--- config.mk ---
export PLATFORM = sky130hd
export DESIGN_NAME = frame_update_scheduler
export DESIGN_NICKNAME = d
export VERILOG_FILES = /design/src/rtl/vga_pkg.sv /design/src/rtl/sched_prio_enc.sv /design/src/rtl/frame_update_scheduler.sv
export SDC_FILE = /design/constraint.sdc
export NUM_CORES = 1
export LEC_CHECK = 0
export ABC_AREA = 1
export CORE_MARGIN = 2
export CORE_UTILIZATION = 43
export CTS_CLUSTER_DIAMETER = 80
export DETAILED_ROUTE_END_ITERATION = 8
export PLACE_DENSITY = 0.8
export SLEW_MARGIN = 20
export SYNTH_ARGS = -nofsm -noshare
export SYNTH_HDL_FRONTEND = slang
export SYNTH_SLANG_ARGS = --single-unit
--- constraint.sdc ---
create_clock -name clk -period 1.6 [get_ports clk]
set_clock_uncertainty 0.15 [all_clocks]
set_input_delay 0.4 -clock clk [delete_from_list [all_inputs] [get_ports clk]]
set_output_delay 0.4 -clock clk [all_outputs]
set_load 0.01 [all_outputs]
--- src/rtl/vga_pkg.sv ---
`default_nettype none
// ============================================================================
// Package     : vga_pkg
// Description : Shared types and defaults for the per-frame update scheduler.
//               Holds the scheduler state encoding, the default client count,
//               frame-counter width and watchdog limit, plus a helper that
//               sizes index fields safely for a single-client build.
// Revision    : 1.0 - initial release
// ============================================================================
package vga_pkg;

  // Scheduler states; explicit 2-bit encoding so the register width is fixed.
  typedef enum logic [1:0] {
    ST_IDLE   = 2'd0,
    ST_SELECT = 2'd1,
    ST_WAIT   = 2'd2
  } sched_state_t;

  localparam int N_CLIENTS_DEF   = 5;
  localparam int FCNT_W_DEF      = 16;
  localparam int TIMEOUT_CYC_DEF = 4096;

  // Width of an index into an N-entry vector; never zero, even for N == 1.
  function automatic int idx_width(input int n);
    return (n > 1) ? $clog2(n) : 1;
  endfunction

endpackage
`default_nettype wire

--- src/rtl/sched_prio_enc.sv ---
`default_nettype none
// ============================================================================
// Module      : sched_prio_enc
// Description : Combinational lowest-set-bit priority encoder. Client 0 has
//               the highest priority, which gives the scheduler its fixed
//               ascending service order.
// Ports       : i_mask  [W-1:0]     request mask
//               o_idx   [IDX_W-1:0] index of the lowest set bit (0 if none)
//               o_valid             at least one bit of i_mask is set
// Revision    : 1.0 - initial release
// ============================================================================
module sched_prio_enc
  import vga_pkg::*;
#(
  parameter int W     = N_CLIENTS_DEF,
  parameter int IDX_W = idx_width(W)
) (
  input  logic [W-1:0]     i_mask,
  output logic [IDX_W-1:0] o_idx,
  output logic             o_valid
);

  // Scan from the top down so the last (lowest) set bit found wins.
  always_comb begin
    o_idx   = '0;
    o_valid = 1'b0;
    for (int i = W - 1; i >= 0; i--) begin
      if (i_mask[i]) begin
        o_idx   = IDX_W'(i);
        o_valid = 1'b1;
      end
    end
  end

endmodule
`default_nettype wire

--- src/rtl/frame_update_scheduler.sv ---
`default_nettype none
// ============================================================================
// Module      : frame_update_scheduler
// Description : Runs the per-frame game-state updates during vertical
//               blanking. An `animate` pulse (with `enable`) snapshots the
//               client_en mask and counts a frame; every enabled client then
//               receives one exclusive upd_req window, lowest index first,
//               that closes when its upd_done is sampled high. Sticky flags
//               record a second animate while busy (overrun) and a frame
//               boundary reached while busy (late).
// Optional    : `define SCHED_TIMEOUT_EN adds a per-client watchdog of
//               TIMEOUT_CYC cycles that abandons a stalled client and raises
//               timeout_err. Without it timeout_err is constant 0.
// Ports       : clk, rst        clock, synchronous active-high reset
//               enable          allows new sequences to start
//               animate         end-of-active-video start pulse
//               screened        end-of-frame deadline pulse
//               client_en       participation mask, sampled at start
//               upd_done        per-client completion level
//               clr_err         clears overrun/late/timeout_err
//               upd_req         one-hot (or zero) update grant
//               busy            sequence in progress
//               frame_cnt       accepted sequences, wraps
//               overrun, late, timeout_err  sticky error flags
// Revision    : 1.0 - initial release
// ============================================================================
module frame_update_scheduler
  import vga_pkg::*;
#(
  parameter int N_CLIENTS   = N_CLIENTS_DEF,
  parameter int FCNT_W      = FCNT_W_DEF,
  parameter int TIMEOUT_CYC = TIMEOUT_CYC_DEF
) (
  input  logic                 clk,
  input  logic                 rst,
  input  logic                 enable,
  input  logic                 animate,
  input  logic                 screened,
  input  logic [N_CLIENTS-1:0] client_en,
  input  logic [N_CLIENTS-1:0] upd_done,
  input  logic                 clr_err,
  output logic [N_CLIENTS-1:0] upd_req,
  output logic                 busy,
  output logic [FCNT_W-1:0]    frame_cnt,
  output logic                 overrun,
  output logic                 late,
  output logic                 timeout_err
);

  localparam int IDX_W = idx_width(N_CLIENTS);

  // Elaboration-time guard on the configuration range.
  if ((N_CLIENTS < 1) || (N_CLIENTS > 16) || (TIMEOUT_CYC < 1)) begin : g_bad_cfg
    $error("frame_update_scheduler: N_CLIENTS must be 1..16 and TIMEOUT_CYC >= 1");
  end

  sched_state_t         r_state;
  sched_state_t         w_state_nxt;
  logic [N_CLIENTS-1:0] r_pending;
  logic [IDX_W-1:0]     r_cur;
  logic [FCNT_W-1:0]    r_frame_cnt;
  logic                 r_overrun;
  logic                 r_late;

  logic [IDX_W-1:0]     w_enc_idx;
  logic                 w_enc_valid;
  logic [N_CLIENTS-1:0] w_cur_onehot;
  logic                 w_done_cur;
  logic                 w_timeout_fire;
  logic                 w_finish;
  logic                 w_start;

  // Lowest pending client is the next one served.
  sched_prio_enc #(
    .W     (N_CLIENTS),
    .IDX_W (IDX_W)
  ) u_prio_enc (
    .i_mask  (r_pending),
    .o_idx   (w_enc_idx),
    .o_valid (w_enc_valid)
  );

  assign w_cur_onehot = N_CLIENTS'(1'b1) << r_cur;
  // Only the granted client's done bit matters; the others are ignored.
  assign w_done_cur   = |(upd_done & w_cur_onehot);
  assign w_start      = (r_state == ST_IDLE) && animate && enable;
  // A done on the watchdog's final cycle still counts as a normal completion.
  assign w_finish     = w_done_cur || w_timeout_fire;

  // --------------------------------------------------------------------------
  // FSM: state register
  // --------------------------------------------------------------------------
  always_ff @(posedge clk) begin
    if (rst) begin
      r_state <= ST_IDLE;
    end else begin
      r_state <= w_state_nxt;
    end
  end

  // --------------------------------------------------------------------------
  // FSM: next-state logic
  // --------------------------------------------------------------------------
  always_comb begin
    w_state_nxt = r_state;
    case (r_state)
      ST_IDLE: begin
        if (w_start) begin
          w_state_nxt = ST_SELECT;
        end
      end
      ST_SELECT: begin
        // An empty mask still passes through SELECT once, so a frame with no
        // participants is busy for exactly one cycle.
        w_state_nxt = w_enc_valid ? ST_WAIT : ST_IDLE;
      end
      ST_WAIT: begin
        // Returning through SELECT leaves upd_req low for one cycle between
        // consecutive clients.
        if (w_finish) begin
          w_state_nxt = ST_SELECT;
        end
      end
      default: begin
        w_state_nxt = ST_IDLE;
      end
    endcase
  end

  // --------------------------------------------------------------------------
  // FSM: outputs, decoded from the registered state so they are glitch-free
  // and drop on the same edge as a reset or a completion.
  // --------------------------------------------------------------------------
  always_comb begin
    upd_req = '0;
    busy    = 1'b0;
    case (r_state)
      ST_SELECT: begin
        busy = 1'b1;
      end
      ST_WAIT: begin
        busy    = 1'b1;
        upd_req = w_cur_onehot;
      end
      default: begin
        busy    = 1'b0;
      end
    endcase
  end

  // --------------------------------------------------------------------------
  // Sequence datapath: mask snapshot, current client, frame counter
  // --------------------------------------------------------------------------
  always_ff @(posedge clk) begin
    if (rst) begin
      r_pending   <= '0;
      r_cur       <= '0;
      r_frame_cnt <= '0;
    end else begin
      if (w_start) begin
        r_pending   <= client_en;
        r_frame_cnt <= r_frame_cnt + 1'b1;
      end
      if ((r_state == ST_SELECT) && w_enc_valid) begin
        r_cur <= w_enc_idx;
      end
      if ((r_state == ST_WAIT) && w_finish) begin
        r_pending <= r_pending & ~w_cur_onehot;
      end
    end
  end

  // --------------------------------------------------------------------------
  // Sticky error flags; a new event on the clearing edge keeps the flag set.
  // --------------------------------------------------------------------------
  always_ff @(posedge clk) begin
    if (rst) begin
      r_overrun <= 1'b0;
      r_late    <= 1'b0;
    end else begin
      if (animate && busy) begin
        r_overrun <= 1'b1;
      end else if (clr_err) begin
        r_overrun <= 1'b0;
      end
      if (screened && busy) begin
        r_late <= 1'b1;
      end else if (clr_err) begin
        r_late <= 1'b0;
      end
    end
  end

  assign frame_cnt = r_frame_cnt;
  assign overrun   = r_overrun;
  assign late      = r_late;

`ifdef SCHED_TIMEOUT_EN
  // --------------------------------------------------------------------------
  // Per-client watchdog. Cleared in SELECT so it starts at 0 on WAIT entry;
  // fires on the TIMEOUT_CYC-th WAIT edge, i.e. after TIMEOUT_CYC req cycles.
  // --------------------------------------------------------------------------
  localparam int              WD_W        = $clog2(TIMEOUT_CYC + 1);
  localparam logic [WD_W-1:0] c_wdog_last = WD_W'(TIMEOUT_CYC - 1);

  logic [WD_W-1:0] r_wdog;
  logic            r_timeout_err;

  always_ff @(posedge clk) begin
    if (rst) begin
      r_wdog <= '0;
    end else if (r_state == ST_SELECT) begin
      r_wdog <= '0;
    end else if (r_state == ST_WAIT) begin
      r_wdog <= r_wdog + 1'b1;
    end
  end

  assign w_timeout_fire = (r_state == ST_WAIT) && !w_done_cur &&
                          (r_wdog == c_wdog_last);

  always_ff @(posedge clk) begin
    if (rst) begin
      r_timeout_err <= 1'b0;
    end else if (w_timeout_fire) begin
      r_timeout_err <= 1'b1;
    end else if (clr_err) begin
      r_timeout_err <= 1'b0;
    end
  end

  assign timeout_err = r_timeout_err;
`else
  // No watchdog: a client may hold its window indefinitely.
  assign w_timeout_fire = 1'b0;
  assign timeout_err    = 1'b0;
`endif

endmodule
`default_nettype wire

* After elaboration in Yosys (flattened, before gate mapping)
Cells that the tools add are included.
** Word-level totals
- Bits in registers :: 28
- Latch bits :: 0
- Bits in writable memories :: 0
- Memory bits (read-only) :: 0
- Logic and storage cells :: 49
- Memories :: 0
** Cells by class
- Add/sub/neg operators :: 1
- $mul :: 0
- Div/mod/pow operators :: 0
- Magnitude comparators :: 0
- Equality and inequality tests :: 4
- Shift operators :: 1
- Mux-type cells :: 21
- Bitwise operators :: 3
- Reductions and logical operators :: 13
** Operators with widths (number)
- $add A16 B1 Y16 const B :: 1
- $mux W3 :: 5
- $mux W5 :: 3
- $and A5 B5 Y5 :: 2
- $mux W1 :: 9
- $logic_and A1 B1 Y1 :: 6
- $mux W2 :: 3
- $pmux W2 S3 :: 1
- $reduce_bool A2 Y1 :: 3
- $not A5 Y5 :: 1
- $reduce_or A5 Y1 :: 1
- $shl A1 B3 Y5 const A :: 1
- $ne A2 B2 Y1 const B :: 2
- $eq A2 B1 Y1 const B :: 1
- $eq A2 B2 Y1 const B :: 1
- $logic_not A2 Y1 :: 1
- $reduce_and A2 Y1 :: 1
- $reduce_or A2 Y1 :: 1

* Logic depth before layout (Yosys ltp)
Gate-level depths: netlist of the first run.
- Depth after elaboration :: 7
- Mapped depth :: 11

* Cells and area by module
Synthesis of the first run repeated with hierarchy kept, for this count alone.
** Second synthesis, totals
- Cells, all modules :: 242
- Area total of the unflattened synthesis :: 1626.6 um2
** Modules (own cells, without submodules)
- frame_update_scheduler :: times used 1, cells an instance 231, area an instance 1572.8 um2, sequential area each 560.5 um2
- sched_prio_enc :: times used 1, cells an instance 11, area an instance 53.8 um2, sequential area each 0.0 um2

* Worst setup path after synthesis of the first run
No wires, ideal clock.
- Path kind :: reg-to-output
- From :: register r_state[0]
- To :: output upd_req[3]
- Arrival :: 1.232 ns
- Data required time :: 1.050 ns
- Setup slack :: -0.182 ns
- Cell stages (with the launch flop) :: 6
- Path buffers :: 1
- Cells stage by stage :: dfxtp_1 > inv_1 > ha_1 > clkbuf_2 > inv_1 > nor4_1
** On the way
- Cells in the longest elaborated chain, start to end :: 2
** RTL lines
- start: declaration :: line frame_update_scheduler.sv:57 : sched_state_t r_state;
- start signal: assignment :: line frame_update_scheduler.sv:97 : r_state <= w_state_nxt;
- $eq A2 B2 Y1 :: line frame_update_scheduler.sv:137 : case (r_state)
- $mux W5 :: line frame_update_scheduler.sv:137
- end: declaration :: line frame_update_scheduler.sv:42 : output logic [N_CLIENTS-1:0] upd_req,
No other way between the ends.

* Worst setup path in the final report of the first run
Ends and elaborated chain as after synthesis.

==> results of run 1 <==
-- final cells by class --
cell class	count	share of cell area [%]
Multi-Input combinational cell	162	41.7
Timing Repair Buffer	84	26.9
Sequential cell	28	21.6
Inverter	36	5.77
Tap cell	46	2.11
Clock inverter	1	1.10
Clock buffer	3	0.824
-- worst register-to-register path: cells and delay by family (launching register included) --
kind	cells	cell delay, ns
AND/OR/NAND/NOR	6	0.71
flip-flops	1	0.36
buffers and inverters	2	0.19
adder cells (fa/ha/maj)	1	0.15
AO/OA/AOI/OAI	1	0.15
-- kinds of logic after synthesis --
family | Yosys count | share of synthesized area, %
buffers and inverters | 40 | 9.89
other | 1 | 0.239
AND/OR/NAND/NOR | 121 | 37.8
AO/OA/AOI/OAI | 33 | 11.8
flip-flops | 28 | 35.7
XOR/XNOR | 1 | 0.558
adder cells (fa/ha/maj) | 5 | 3.99
-- through the flow --
| stage | hold slack [ns] | setup slack, ns |
|---|---|---|
| 6_report | 0.329 | -0.268 |
| 5_1_grt | 0.359 | -0.327 |
| 4_1_cts | 0.328 | -0.313 |
| 3_5_place_dp | 0.311 | -0.495 |
| 3_3_place_gp | 0.301 | -0.418 |
| 2_1_floorplan | 0.321 | -0.0139 |
-- cell usage after synthesis --
cell      instances
nand3_2           2
xnor2_1           1
nor4_1            2
ha_1              5
nor2_4            2
nand3_1          10
nand2_4           3
a221oi_1          1
clkbuf_2          1
o21a_1            1
o21ai_1           1
o21ai_0           9
clkinv_1          1
inv_2             3
clkbuf_1          1
nand2_1          52
nor3_2            1
nand3_4           1
nor3_1            3
o211a_1           2
nand4_1           7
a21oi_1          18
inv_1            32
buf_1             1
dfxtp_1          28
nand2_2           1
conb_1            1
buf_4             1
nor2_1           28
nor2_2            5
nand3b_1          4
a21oi_2           1
-- report_power, final --
group / internal [µW] / leakage (µW) / switching, µW
Sequential: 765 / 0.000235 / 65.2
Combinational: 540 / 0.000953 / 549
Clock: 254 / 0.0000279 / 219
-- worst min-delay path by stage --
stage                  from       end  slack (ns)  cells after the start
6_report            overrun   overrun        0.33                      2
5_1_grt             overrun   overrun        0.36                      2
4_1_cts             overrun   overrun        0.33                      2
3_5_place_dp        overrun   overrun        0.31                      2
3_3_place_gp        overrun   overrun        0.30                      2
2_1_floorplan  r_pending[4]  r_cur[2]        0.32                      2
-- state kept, by name, indices dropped and copies added (netlist names) --
register	cells
frame_cnt	16
r_pending	5
r_cur	3
r_state	2
late	1
overrun	1
-- layout by cell type, fill, tap and decap left out, drive strengths merged, types with 2 or more instances in the layout --
master,synthesis,layout
nand2,56,57
buf,2,51
inv,35,35
nor2,35,35
dfxtp,28,28
a21oi,19,19
dlygate4sd2,0,17
clkdlybuf4s50,0,15
nand3,13,13
o21ai,10,10
nand4,7,7
ha,5,5
nand3b,4,4
nor3,4,4
clkbuf,2,3
nor4,2,2
o211a,2,2
-- per-layer routing --
layer / GRT usage [%] / up-vias
met5: 0 / -
met4: 8.24 / 0
met3: 4.58 / 16
met2: 42.1 / 55
met1: 23.0 / 870
li1: - / 904
-- repair_timing --
action / 4_1_cts / 5_1_grt
resized for setup: 94 / 61
buffers inserted: 9 / 8
cloned: 0 / 1
pin swaps: 12 / 19
setup endpoints to repair: 41 / 31
==> impl_results.md, run 1 <==
* Required @ worst endpoint at 1.05 ns
* H-tree depth reported by CTS at 1
* Post-Syn Area per Cell at a little under 7 µm²
* Cell Area, Synth at 1570 µm²
* Critical Path End: upd_req[3]
* Period utilization at 117%
* DR DRC count at 0
* Rows at 21
* Worst setup path startpoint: r_state[0]
* Failing checks: negative setup slack
* Die Wd at 64.4 µm
* R2R Setup Slk at -0.21 ns
* Crit path max-delay family: flip-flops
* Critical Path Max Stage Delay at approximately 0.36 ns
* Slew @ Worst Pin at 0.646 ns
* Synthesized instance count at 229
* Clock-pin slew on the worst setup and hold paths at 0.16 ns
* Post-route insts no fill at 360
* Met1 Wirelength at 2050 µm
* Status: complete, but fails checks
* Final count of hold timing violations at 0
* Die ar. at 4150 µm²
* Clock Latency Late Sink at 0.34 ns
* Max VDD drop at ~0.00054 V
* Hold WC Path Type: flop to flop
* Gr usage total at roughly 22%
* Worst reg2reg endpoint: frame_cnt[15]
* CP max FO at 3
* Total CTS buffers at 3
* Synthesized flop and latch total at 28
* DRT iter0 DRCs at 66
* Critical path depth at 5
* Pwr dens at around 880 nW/µm²
* Gr ovfl total at 0
* Critical-path top delay cell: dfxtp_2
* Syn Nets at 250
* Clock root cell: clkbuf_4
* Ranking of synthesized cells by area: dfxtp_1 36%, nand2_1 12%, inv_1 7.7%
* Setup TNS after final layout at -2.85 ns
* Met3 WL at 230 µm
* Yosys cell types at 32
* Clk sinks at 28
* Final setup viols at 23
* Design Power at 2390 µW
* Launch point of the worst reg-to-reg path: r_state[0]
* Relative slew margins at around 57%
* CP Capture Type: output port
* Routed WL at 5230 µm
* Fraction of layout cells with a size suffix above 1 at 43.6%
* Synthesis warning total at 0
* First-pass GRT wire length at 7270 µm
* Area of the core at 3420 µm²
* CP Class: flop to output port
* WP buf/inv at 3
* RSZ-0062 raised after global routing: yes
* Post-route core utilization at roughly four fifths
* DP HPWL at 2930 µm
* Final Instance Area at 2730 µm²
* Vias in the first global route at about 1,700
* Fillcell total at 222
* Count of nets after finishing at 336
* Max Slew Vio Count at 0
* Sequential area share after synthesis at 35.7%
* CTS tree: done
* Multi-input gate area at 1140 µm²
* IO buf count at 39
* Placer congestion estimate at 0.834
* Setup ws final at -0.268 ns
* Reg2Reg Depth at 10
* IO Pins at 41
* Startpoint class of the critical path: flop
* Synth top area share at 35.7%
* Diode count at 0
* Register area at between 500 and 600 µm²
* Post-CTS Hold Buffers at 0
* Largest net degree at the start of global routing at 17
* Area delta synth->final at 74.2%
* Clock buffer depth at 2
* Leak pwr at 0.00122 µW
* Highest metal used: met4
* Routed wire per std cell at 14.5 µm
* DP Cell Count at 341
* Fmax at 535 MHz
* Worst-path cell chain: inv_2 -> ha_4 -> inv_6 -> nor4_4 -> buf_2
* Average via count per standard cell at 5.13
* Vias after detailed routing at 1,845
* Minimum clock period at between 1.5 and 2 ns
* Initial antenna violation count at 0
* Routed wl met2 at 2810 µm
* Chip Height at 64.4 µm
* Max-cap viol count at 0
* Antenna Nets Post-Route at 0
* Placed instance area at 2260 µm²
* Area leader, netlist: dfxtp_1
* Initial DRT Pass Iterations at 4
* Initial core utilization at between 40 and 50%
* Crit path DAT at 1.32 ns
(Power assumes the default switching activity.)
==> inputs of run 2 (changes only) <==
CAP_MARGIN = 20   (was default)
==> results of run 2 <==
The final DEF is identical to that of run 1; final timing and power are the same.
